[config.mk]
export PLATFORM = sky130hd
export DESIGN_NAME = print_spooler_flat
export DESIGN_NICKNAME = d
export VERILOG_FILES = /design/src/rtl/print_pkg.sv /design/src/rtl/print_spooler_if.sv /design/src/rtl/print_spooler_fifo.sv /design/src/rtl/print_spooler.sv /design/src/flat_wrapper.sv
export SDC_FILE = /design/constraint.sdc
export NUM_CORES = 1
export LEC_CHECK = 0
export ABC_CLOCK_PERIOD_IN_PS = 5860
export CORE_ASPECT_RATIO = 0.5
export CORE_UTILIZATION = 61
export CTS_BUF_LIST = sky130_fd_sc_hd__clkbuf_4 sky130_fd_sc_hd__clkbuf_8
export CTS_CLUSTER_DIAMETER = 30
export CTS_CLUSTER_SIZE = 12
export DETAILED_ROUTE_END_ITERATION = 8
export HOLD_SLACK_MARGIN = 0.08
export PLACE_DENSITY = 0.87
export RECOVER_POWER = 25
export SLEW_MARGIN = 25
export SYNTH_ARGS = -nofsm -noshare
export SYNTH_HDL_FRONTEND = slang
export SYNTH_HIERARCHICAL = 1
export SYNTH_SLANG_ARGS = --single-unit
export TNS_END_PERCENT = 100
[constraint.sdc]
create_clock -name clk -period 5.86 [get_ports clk]
set_clock_uncertainty 0.1 [all_clocks]
set_input_delay 1.465 -clock clk [delete_from_list [all_inputs] [get_ports clk]]
set_output_delay 1.465 -clock clk [all_outputs]
set_load 0.005 [all_outputs]
[src/rtl/print_pkg.sv]
// Shared definitions for the print spooler and the downstream print controller.
// Holds the spooler FSM state encoding, the page-count width, and the
// controller status-vector layout. The controller status is {printpage, loadpage, warm}.
package print_pkg;

   localparam int PAGE_W = 8;
   localparam int CNT_W  = 16;
   localparam int STAT_W = 3;

   // Bit masks into the {printpage, loadpage, warm} status vector
   localparam logic [STAT_W-1:0] STAT_WARM  = 3'b001;
   localparam logic [STAT_W-1:0] STAT_LOAD  = 3'b010;
   localparam logic [STAT_W-1:0] STAT_PRINT = 3'b100;

   typedef enum logic [1:0] {
      ST_IDLE       = 2'd0,
      ST_ISSUE      = 2'd1,
      ST_WAIT_START = 2'd2,
      ST_BUSY       = 2'd3
   } spool_state_t;

   // Controller is considered idle only when no status line is asserted
   function automatic logic ctrl_active(input logic [STAT_W-1:0] status);
      return (status & (STAT_WARM | STAT_LOAD | STAT_PRINT)) != '0;
   endfunction

endpackage

[src/rtl/print_spooler_if.sv]
// Handshake bundle between host, spooler and print controller.
//   job_valid/job_pages/job_ready : host job offer (ready = FIFO not full)
//   warm/loadpage/printpage       : status from the print controller
//   push/pages                    : job-start strobe and page count to the controller
// slave  : the spooler side
// master : the host/controller side
interface print_spooler_if;
   import print_pkg::*;

   logic              job_valid;
   logic [PAGE_W-1:0] job_pages;
   logic              job_ready;
   logic              warm;
   logic              loadpage;
   logic              printpage;
   logic              push;
   logic [PAGE_W-1:0] pages;

   modport slave (
      input  job_valid, job_pages, warm, loadpage, printpage,
      output job_ready, push, pages
   );

   modport master (
      output job_valid, job_pages, warm, loadpage, printpage,
      input  job_ready, push, pages
   );

endinterface

[src/rtl/print_spooler_fifo.sv]
// spool_fifo: DEPTH x PAGE_W synchronous FIFO holding queued job page counts.
// Ports:
//   clk, rst_n        : clock, asynchronous active-low reset (pointers/count only)
//   wr_en, wr_data    : write at tail (ignored when full)
//   rd_en             : pop head (ignored when empty)
//   rd_data           : current head entry (combinational)
//   count, full, empty: occupancy status
module spool_fifo
   import print_pkg::*;
#(
   parameter int DEPTH = 4
) (
   input  logic              clk,
   input  logic              rst_n,
   input  logic              wr_en,
   input  logic [PAGE_W-1:0] wr_data,
   input  logic              rd_en,
   output logic [PAGE_W-1:0] rd_data,
   output logic [4:0]        count,
   output logic              full,
   output logic              empty
);

   localparam int AW = (DEPTH > 1) ? $clog2(DEPTH) : 1;

   logic [PAGE_W-1:0] mem [DEPTH];
   logic [AW-1:0]     wr_ptr;
   logic [AW-1:0]     rd_ptr;
   logic              wr_ok;
   logic              rd_ok;

   assign full    = (count == 5'(DEPTH));
   assign empty   = (count == 5'd0);
   assign wr_ok   = wr_en & ~full;
   assign rd_ok   = rd_en & ~empty;
   assign rd_data = mem[rd_ptr];

   // Storage is not reset; only pointers and occupancy carry state meaning
   always_ff @(posedge clk) begin
      if (wr_ok) begin
         mem[wr_ptr] <= wr_data;
      end
   end

   // Power-of-two DEPTH lets the pointers wrap by natural overflow
   always_ff @(posedge clk or negedge rst_n) begin
      if (!rst_n) begin
         wr_ptr <= '0;
         rd_ptr <= '0;
         count  <= '0;
      end else begin
         if (wr_ok) begin
            wr_ptr <= wr_ptr + 1'b1;
         end
         if (rd_ok) begin
            rd_ptr <= rd_ptr + 1'b1;
         end
         case ({wr_ok, rd_ok})
            2'b10:   count <= count + 5'd1;
            2'b01:   count <= count - 5'd1;
            default: count <= count;
         endcase
      end
   end

endmodule

[src/rtl/print_spooler.sv]
// print_spooler: queues host print jobs and hands them one at a time to a
// downstream print controller, watching its status lines for start/finish.
// Ports:
//   clk, rst_n    : clock, asynchronous active-low reset
//   bus (slave)   : job offer handshake, controller status in, push/pages out
//   job_done      : one-cycle pulse when the controller returns idle after a job
//   job_reject    : one-cycle pulse the cycle after a zero-page job is offered
//   err_timeout   : sticky, set when the controller never warms up for a job
//   jobs_pending  : FIFO occupancy
//   pages_printed : saturating count of printpage rising edges
module print_spooler
   import print_pkg::*;
#(
   parameter int DEPTH   = 4,
   parameter int TIMEOUT = 15
) (
   input  logic              clk,
   input  logic              rst_n,
   print_spooler_if.slave    bus,
   output logic              job_done,
   output logic              job_reject,
   output logic              err_timeout,
   output logic [4:0]        jobs_pending,
   output logic [CNT_W-1:0]  pages_printed
);

   localparam logic [7:0] TMO_LIMIT = 8'(TIMEOUT);

   spool_state_t      state;
   logic [7:0]        tmo_cnt;
   logic              push_q;
   logic [PAGE_W-1:0] pages_q;
   logic [PAGE_W-1:0] head;
   logic [4:0]        count;
   logic              full;
   logic              empty;
   logic              offer;
   logic              accept;
   logic              pop;
   logic [STAT_W-1:0] status;
   logic              printpage_p1;
   logic [CNT_W-1:0]  print_cnt;

   assign status        = {bus.printpage, bus.loadpage, bus.warm};
   assign bus.job_ready = ~full;
   assign bus.push      = push_q;
   assign bus.pages     = pages_q;
   assign jobs_pending  = count;
   assign pages_printed = print_cnt;

   // A pop in the same cycle never frees a slot for a same-cycle write
   assign offer  = bus.job_valid & ~full;
   assign accept = offer & (bus.job_pages != '0);
   assign pop    = (state == ST_ISSUE);

   spool_fifo #(
      .DEPTH (DEPTH)
   ) u_fifo (
      .clk     (clk),
      .rst_n   (rst_n),
      .wr_en   (accept),
      .wr_data (bus.job_pages),
      .rd_en   (pop),
      .rd_data (head),
      .count   (count),
      .full    (full),
      .empty   (empty)
   );

   // Job sequencing; push/pages/job_done/err_timeout are all registered here
   always_ff @(posedge clk or negedge rst_n) begin
      if (!rst_n) begin
         state       <= ST_IDLE;
         tmo_cnt     <= '0;
         push_q      <= 1'b0;
         pages_q     <= '0;
         job_done    <= 1'b0;
         err_timeout <= 1'b0;
      end else begin
         job_done <= 1'b0;
         case (state)
            ST_IDLE: begin
               if (!empty) begin
                  state   <= ST_ISSUE;
                  push_q  <= 1'b1;
                  pages_q <= head;
               end
            end
            ST_ISSUE: begin
               push_q  <= 1'b0;
               tmo_cnt <= '0;
               state   <= ST_WAIT_START;
            end
            ST_WAIT_START: begin
               if ((status & STAT_WARM) != '0) begin
                  state <= ST_BUSY;
               end else if (tmo_cnt == TMO_LIMIT) begin
                  // Abandon the job silently apart from the sticky flag
                  err_timeout <= 1'b1;
                  state       <= ST_IDLE;
               end else begin
                  tmo_cnt <= tmo_cnt + 8'd1;
               end
            end
            ST_BUSY: begin
               if (!ctrl_active(status)) begin
                  state    <= ST_IDLE;
                  job_done <= 1'b1;
               end
            end
            default: state <= ST_IDLE;
         endcase
      end
   end

   // Zero-page offers are dropped and flagged one cycle later
   always_ff @(posedge clk or negedge rst_n) begin
      if (!rst_n) begin
         job_reject <= 1'b0;
      end else begin
         job_reject <= offer & (bus.job_pages == '0);
      end
   end

   // Page counter on printpage rising edge, regardless of FSM state
   always_ff @(posedge clk or negedge rst_n) begin
      if (!rst_n) begin
         printpage_p1 <= 1'b0;
         print_cnt    <= '0;
      end else begin
         printpage_p1 <= (status & STAT_PRINT) != '0;
         if (((status & STAT_PRINT) != '0) && !printpage_p1 && (print_cnt != '1)) begin
            print_cnt <= print_cnt + 16'd1;
         end
      end
   end

endmodule
[src/flat_wrapper.sv]
// flat-port wrapper written by rule: the top's interface ports become plain ports
module print_spooler_flat import print_pkg::*;
#(
   parameter int DEPTH   = 4,
   parameter int TIMEOUT = 15
)
  (clk, rst_n, job_done, job_reject, err_timeout, jobs_pending, pages_printed, bus_job_valid, bus_job_pages, bus_warm, bus_loadpage, bus_printpage, bus_job_ready, bus_push, bus_pages);
  print_spooler_if bus_i ();
  input  logic clk;
  input  logic rst_n;
  output logic job_done;
  output logic job_reject;
  output logic err_timeout;
  output logic [4:0] jobs_pending;
  output logic [CNT_W-1:0] pages_printed;
  input wire logic [$bits(bus_i.job_valid)-1:0] bus_job_valid;
  input wire logic [$bits(bus_i.job_pages)-1:0] bus_job_pages;
  input wire logic [$bits(bus_i.warm)-1:0] bus_warm;
  input wire logic [$bits(bus_i.loadpage)-1:0] bus_loadpage;
  input wire logic [$bits(bus_i.printpage)-1:0] bus_printpage;
  output wire logic [$bits(bus_i.job_ready)-1:0] bus_job_ready;
  output wire logic [$bits(bus_i.push)-1:0] bus_push;
  output wire logic [$bits(bus_i.pages)-1:0] bus_pages;
  assign bus_i.job_valid = bus_job_valid;
  assign bus_i.job_pages = bus_job_pages;
  assign bus_i.warm = bus_warm;
  assign bus_i.loadpage = bus_loadpage;
  assign bus_i.printpage = bus_printpage;
  assign bus_job_ready = bus_i.job_ready;
  assign bus_push = bus_i.push;
  assign bus_pages = bus_i.pages;
  print_spooler #(.DEPTH(DEPTH), .TIMEOUT(TIMEOUT)) u_core (.clk(clk), .rst_n(rst_n), .bus(bus_i), .job_done(job_done), .job_reject(job_reject), .err_timeout(err_timeout), .jobs_pending(jobs_pending), .pages_printed(pages_printed));
endmodule
==> flow_metrics.py, run 1 <==
metrics = {
    "outcome": {
        "outcome": "finished with violations",
        "violations": "design-rule violations, max-capacitance violations, max-slew violations",
    },
    "worst_setup_path": {
        "ff2ff_path_depth": 9,
        "crit_fanout": 8,
        "worst_setup_path_end_kind": "flop",
        "criticalPathCategory": "primary input to flop",
        "crit_arrival_ns": 4.39,
        "crit_path_start_kind": "primary input",
        "critPathRequiredTime_ns": 5.98,
    },
    "synthesis": {
        "synth_seq_cells": 80,
        "synth_largest_area_cell": "dfrtp_1",
        "synth_area_um2": 3652,
        "synth_edf_count": 32,
        "synthTopCellsByArea": "dfrtp_1 33%, edfxtp_1 26%, mux4_2 4.9%, ha_1 3.4%, mux2_2 2.8%",
        "synthArstFlopShare_pct": 60.00,
        "synth.top_cell.area_share_pct": 32.89,
        "seq_area_frac_synth_pct": 59.20,
        "synth_cells": 278,
        "yosysMostFrequentCell": "dfrtp_1",
        "yosys_most_used_dff": "dfrtp_1",
        "netlist_top_cells_count": "48 x dfrtp_1, 32 x edfxtp_1, 19 x inv_1",
        "syn_nets": 303,
        "syn_avg_cell_area_um2": 13.14,
        "synth_cell_types": 60,
        "ys_warn_count": 6,
    },
    "cells_and_area": {
        "drive_gt1_share_pct": 16.17,
        "design_area_um2": 4384,
        "diodes": 0,
        "final_cells": 407,
        "syn_to_final_growth_pct": 20.04,
        "fin_nets": 354,
    },
    "routing": {
        "vias": 2375,
        "drtAntennaViolNets": 0,
        "drt_iter0_drc": 151,
        "post-route-drc-count": 6,
        "vias_per_cell": 5.835,
        "wl_per_cell_um": 16.78,
        "routed_wl_mm": 6.831,
        "drtPass1Iterations": 6,
    },
    "sta": {
        "report.final.slew_viol_count": 49,
        "period_share_pct": 72.80,
        "whs_ns": 0.3789,
        "fin_setup_tns_ns": 0,
        "period_needed_ns": 4.266,
        "hold_viol_final": 0,
        "slew_headroom_pct": -68.99,
        "worst_pin_slew_ns": 2.535,
        "timing.fmax_mhz": 234.4,
        "setup_viol": 0,
        "rsz0062_at_grt": "false",
    },
    "die": {
        "dieArea_um2": 6320,
        "core_area_um2": 5634,
        "start_util_pct": 64.82,
        "num_rows": 19,
        "die_height_um": 56.72,
        "num_io_pins": 48,
        "die_x_um": 111.4,
    },
    "placed_design": {
        "io_buffer_count": 47,
        "dpl.hpwl_mm": 4.812,
        "gp_congestion": 0.7834,
        "dpl.cell_count": 391,
        "placed_area_um2": 4173,
    },
    "clock_tree": {
        "cts_buffers": 9,
        "post_cts_resized": 0,
        "cts.reportedPaths.clkPinSlew_ns": 0.09,
        "cts_max_level": 3,
        "hold_buffers": 0,
        "cts_tree": "built",
        "postCtsSetupBuffers": 0,
        "cts.sinks": 80,
        "clock_path_buffers": 2,
        "root_buffer": "clkbuf_8",
        "clk_latency_ns": 0.34,
    },
    "worst_hold_path": {
        "hold_path.class": "flop to flop",
        "holdPathStages": 2,
    },
    "pwr": {
        "vdd_drop_max_v": 0.0002901,
        "cellPowerDensity_nw_per_um2": 451.3,
        "leakage_nw": 1.766,
    },
    "grt": {
        "grt_pass1_wl_mm": 11.61,
        "antenna_found_initial": 0,
        "grt_pass1_vias": 2411,
        "grt_overflow_total": 0,
        "grtUsageTotal_pct": 24.15,
        "grt_max_degree": 49,
    },
    "job": {
        "maxCapViolCount": 1,
    },
}
per-stage QoR:
step	util [%]	setup WS (ns)	total power, mW
floorplan	-	2.168	1.292
finish	77.81	1.594	1.978
detailed placement	74.06	1.274	1.567
CTS	77.84	1.642	1.993
global route	77.81	1.445	2.099
global placement	74.06	1.454	1.525
area by class of cell:
cell class	instances	area, um2
Clock buffer	10	137.6
Clock inverter	6	75.07
Fill cell	347	1250
Inverter	19	71.32
Multi-Input combinational cell	172	1383
Sequential cell	80	2162
Tap cell	73	91.34
Timing Repair Buffer	47	464.2
kinds of logic (layout without fill, tap and decap cells):
| family | Yosys count | count (layout) | share of synthesized area (%) |
|---|---|---|---|
| XOR/XNOR | 14 | 14 | 3.357 |
| flip-flops | 80 | 80 | 59.20 |
| adder cells (fa/ha/maj) | 11 | 11 | 3.974 |
| AND/OR/NAND/NOR | 85 | 85 | 13.64 |
| multiplexers | 21 | 21 | 8.941 |
| buffers and inverters | 26 | 82 | 2.946 |
| AO/OA/AOI/OAI | 41 | 41 | 7.949 |
worst max-delay path: stages:
cell	delay, ns
clkdlybuf4s50_1	0.50
nor4_1	0.50
a21oi_1	0.21
and2_4	0.19
inv_1	0.05
ha_1	0.32
ha_1	0.32
nor2b_1	0.16
or4_1	0.47
nand3_1	0.11
o311ai_1	0.09
where the power goes:
group          leakage (nW)  internal [mW]  switching (mW)
clock                 0.105          0.215           0.204
combinational         0.782          0.378           0.288
sequential            0.878          0.743           0.150
path summary, 6_finish.rpt:
path,to,start,slack (ns)
max,u_core/u_fifo/count[4],bus_job_pages[0],1.59
min,u_core/err_timeout,u_core/err_timeout,0.38
max reg2reg,u_core/u_fifo/count[4],u_core/state[1],2.52
min reg2reg,u_core/err_timeout,u_core/err_timeout,0.38
max in group asynchronous,u_core/pages_printed[12],rst_n,2.42
min in group asynchronous,u_core/job_reject,rst_n,1.79
registers in the layout, summed over array words and instances (netlist names):
register              count
u_core/printpage_p1       1
u_core/err_timeout        1
u_core/job_reject         1
u_core/pages_printed     16
u_core/job_done           1
u_core/tmo_cnt            8
u_core/u_fifo/wr_ptr      2
u_core/u_fifo/mem        32
u_core/u_fifo/rd_ptr      2
u_core/bus.pages          8
u_core/state              2
u_core/bus.push           1
u_core/u_fifo/count       5
layer usage:
layer,vias up,wire length [um],GRT usage (%)
met5,-,0,0
met4,0,50,5.792
met3,9,295,6.156
met2,66,3468,42.68
met1,1169,3016,30.32
li1,1131,-,-
cell usage in the layout (no fill, tap or decap), types with 3 or more instances in the layout:
cell type / n
clkdlybuf4s50_1: 46
nor2_1: 15
mux2i_1: 3
mux2_2: 9
xnor2_1: 4
a21oi_1: 8
mux4_2: 8
xor2_1: 10
nand4_1: 3
and3_2: 4
clkbuf_8: 10
inv_1: 19
ha_1: 10
a31oi_1: 5
o21ai_0: 9
nand2b_1: 3
edfxtp_1: 32
o31ai_1: 3
nor3_1: 6
nor4_1: 7
dfrtp_1: 48
nand2_1: 14
nand3_1: 12
(Power assumes the default switching activity.)
==> inputs of run 2 (changes only) <==
--- a/config.mk
+++ b/config.mk
@@ -5,15 +5,15 @@
 export SDC_FILE = /design/constraint.sdc
 export NUM_CORES = 1
 export LEC_CHECK = 0
-export ABC_CLOCK_PERIOD_IN_PS = 5860
+export ABC_CLOCK_PERIOD_IN_PS = 4050
 export CORE_ASPECT_RATIO = 0.5
-export CORE_UTILIZATION = 61
+export CORE_UTILIZATION = 57
 export CTS_BUF_LIST = sky130_fd_sc_hd__clkbuf_4 sky130_fd_sc_hd__clkbuf_8
 export CTS_CLUSTER_DIAMETER = 30
 export CTS_CLUSTER_SIZE = 12
 export DETAILED_ROUTE_END_ITERATION = 8
 export HOLD_SLACK_MARGIN = 0.08
-export PLACE_DENSITY = 0.87
+export PLACE_DENSITY = 0.82
 export RECOVER_POWER = 25
 export SLEW_MARGIN = 25
 export SYNTH_ARGS = -nofsm -noshare
==> constraint.sdc (replaced) <==
create_clock -name clk -period 4.05 [get_ports clk]
set_clock_uncertainty 0.1 [all_clocks]
set_input_delay 1.0125 -clock clk [delete_from_list [all_inputs] [get_ports clk]]
set_output_delay 1.0125 -clock clk [all_outputs]
set_load 0.005 [all_outputs]
==> flow_metrics.py, run 2 (synthesis results as in run 1) <==
metrics = {
    "outcome": {
        "outcome": "finished with violations",
        "violations": "max-capacitance violations, max-slew violations",
    },
    "routing": {
        "post-route-drc-count": 0,
        "vias_per_cell": 5.643,
        "wl_met1_mm": 3.016,
        "drt_iter0_drc": 130,
        "drtAntennaViolNets": 0,
        "vias": 2387,
        "top_layer_used": "met4",
        "wl_met3_um": 308,
        "wl_per_cell_um": 16.43,
        "routed_wl_mm": 6.951,
        "drtPass1Iterations": 5,
        "wl_met2_mm": 3.586,
    },
    "sta": {
        "whs_ns": 0.3659,
        "report.final.slew_viol_count": 49,
        "period_needed_ns": 3.794,
        "rsz0062_at_grt": "false",
        "hold_viol_final": 0,
        "period_share_pct": 93.67,
        "worst_pin_slew_ns": 2.576,
        "timing.fmax_mhz": 263.6,
        "slew_headroom_pct": -71.76,
        "setup_viol": 0,
    },
    "grt": {
        "grtUsageTotal_pct": 22.45,
        "grt_overflow_total": 0,
        "grt_pass1_wl_mm": 11.23,
        "grt_pass1_vias": 2319,
        "antenna_found_initial": 0,
        "grt_max_degree": 49,
    },
    "cells_and_area": {
        "layout_common_cells": "48 x dfrtp_1, 46 x clkdlybuf4s50_1, 32 x edfxtp_1",
        "diodes": 0,
        "drive_gt1_share_pct": 16.12,
        "fill_cells": 423,
        "largest_register": "u_core/u_fifo/mem",
        "design_area_um2": 4389,
        "final_common_cell": "dfrtp_1",
        "largest_reg_flops": 32,
        "fin_nets": 355,
        "fin_util_pct": 71.59,
        "final_cells": 423,
        "syn_to_final_growth_pct": 20.18,
    },
    "placed_design": {
        "dpl.cell_count": 407,
        "io_buffer_count": 47,
        "dpl.hpwl_mm": 4.957,
        "gp_congestion": 0.7541,
        "placed_area_um2": 4202,
    },
    "pwr": {
        "leakage_nw": 1.763,
        "switchingPower_uw": 914.7,
        "switching_share_pct": 32.31,
        "pwr-share-seq_pct": 45.7,
        "cellPowerDensity_nw_per_um2": 645.1,
        "power_frac_comb_pct": 34.3,
        "p_int_mw": 1.917,
        "power_mw": 2.831,
        "vdd_drop_max_v": 0.0004515,
        "pwr-share-clk_pct": 20.0,
    },
    "worst_setup_path": {
        "crit_path_start_kind": "primary input",
        "crit_fanout": 6,
        "ff2ff_path_depth": 11,
        "worst_setup_path_end_kind": "flop",
        "criticalPathCategory": "primary input to flop",
        "crit_path_cell_trace": "clkdlybuf4s50_1, nor4_1, a21oi_1, and2_4, inv_1, ha_1, buf_4, inv_1, fa_1, nor2b_1, o21a_1, o21ai_0, o311ai_1",
        "crit_family": "simple AND/OR/NAND/NOR gates",
        "max_stage_delay_ns": 0.49,
        "crit_start": "bus_job_pages[0]",
        "path_buf_inv": 4,
        "slowest_stage": "clkdlybuf4s50_1",
        "cp_num_cells": 13,
        "crit_arrival_ns": 3.93,
        "path_common_cell": "inv_1",
        "r2r-start": "u_core/state[1]",
        "critPathRequiredTime_ns": 4.19,
    },
    "die": {
        "num_rows": 20,
        "die_height_um": 58.60,
        "start_util_pct": 59.57,
        "num_io_pins": 48,
        "die_x_um": 115.2,
        "dieArea_um2": 6751,
        "core_area_um2": 6131,
    },
    "clock_tree": {
        "cts_buffers": 9,
        "root_buffer": "clkbuf_8",
        "postCtsSetupBuffers": 0,
        "clk_latency_ns": 0.35,
        "cts.reportedPaths.clkPinSlew_ns": 0.07,
        "hold_buffers": 0,
        "cts_max_level": 3,
        "clock_path_buffers": 2,
        "post_cts_resized": 0,
        "cts_tree": "built",
        "cts.sinks": 80,
    },
    "worst_hold_path": {
        "hold_start": "u_core/err_timeout",
        "holdPathStages": 2,
        "hold_path.class": "flop to flop",
    },
    "job": {
        "maxCapViolCount": 1,
    },
}
## run 2: final timing paths
kind                                             to  slack, ns
setup / recovery             u_core/u_fifo/count[4]       0.26
hold / removal                   u_core/err_timeout       0.37
setup reg to reg             u_core/u_fifo/count[4]       0.65
hold reg to reg                  u_core/err_timeout       0.37
max in group asynchronous  u_core/pages_printed[14]       1.02
min in group asynchronous         u_core/tmo_cnt[5]       1.36
## run 2: per-stage QoR
stage	setup TNS, ns	worst slack, ns
2_1_floorplan	0	0.8104
6_report	0	0.2563
4_1_cts	0	0.2537
3_5_place_dp	-0.09232	-0.09232
5_1_grt	0	0.08517
3_3_place_gp	0	0.1492
## run 2: power groups by stage
| stage | combinational, mW | clock (mW) | sequential (mW) |
|---|---|---|---|
| floorplan | 0.644 | 0 | 1.23 |
| global placement | 0.923 | 0 | 1.29 |
| detailed placement | 0.975 | 0 | 1.31 |
| CTS | 0.983 | 0.577 | 1.30 |
| global route | 1.06 | 0.609 | 1.33 |
| finish | 0.972 | 0.565 | 1.29 |
## run 2: worst register-to-register path, stage by stage, from the launching register on
cell and delay, ns:
dfrtp_1 0.50, or2b_1 0.39, inv_1 0.10, a21boi_0 0.58
ha_1 0.40, buf_4 0.17, inv_1 0.06, fa_1 0.40
nor2b_1 0.24, o21a_1 0.17, o21ai_0 0.09, o311ai_1 0.11
## run 2: layout make-up
class / count / area [um2] / area share [%]
multi-input cells: 172 / 1383 / 31.50
well taps: 88 / 110.1 / 2.509
repair buffers: 48 / 471.7 / 10.75
clock inverters: 6 / 60.06 / 1.368
clock buffers: 10 / 131.4 / 2.993
flip-flops and latches: 80 / 2162 / 49.26
inverters: 19 / 71.32 / 1.625
## run 2: routing by layer
metal,GRT usage (%),up-vias
met2,38.55,54
li1,-,1129
met5,0,-
met3,7.106,5
met4,4.082,0
met1,28.82,1199
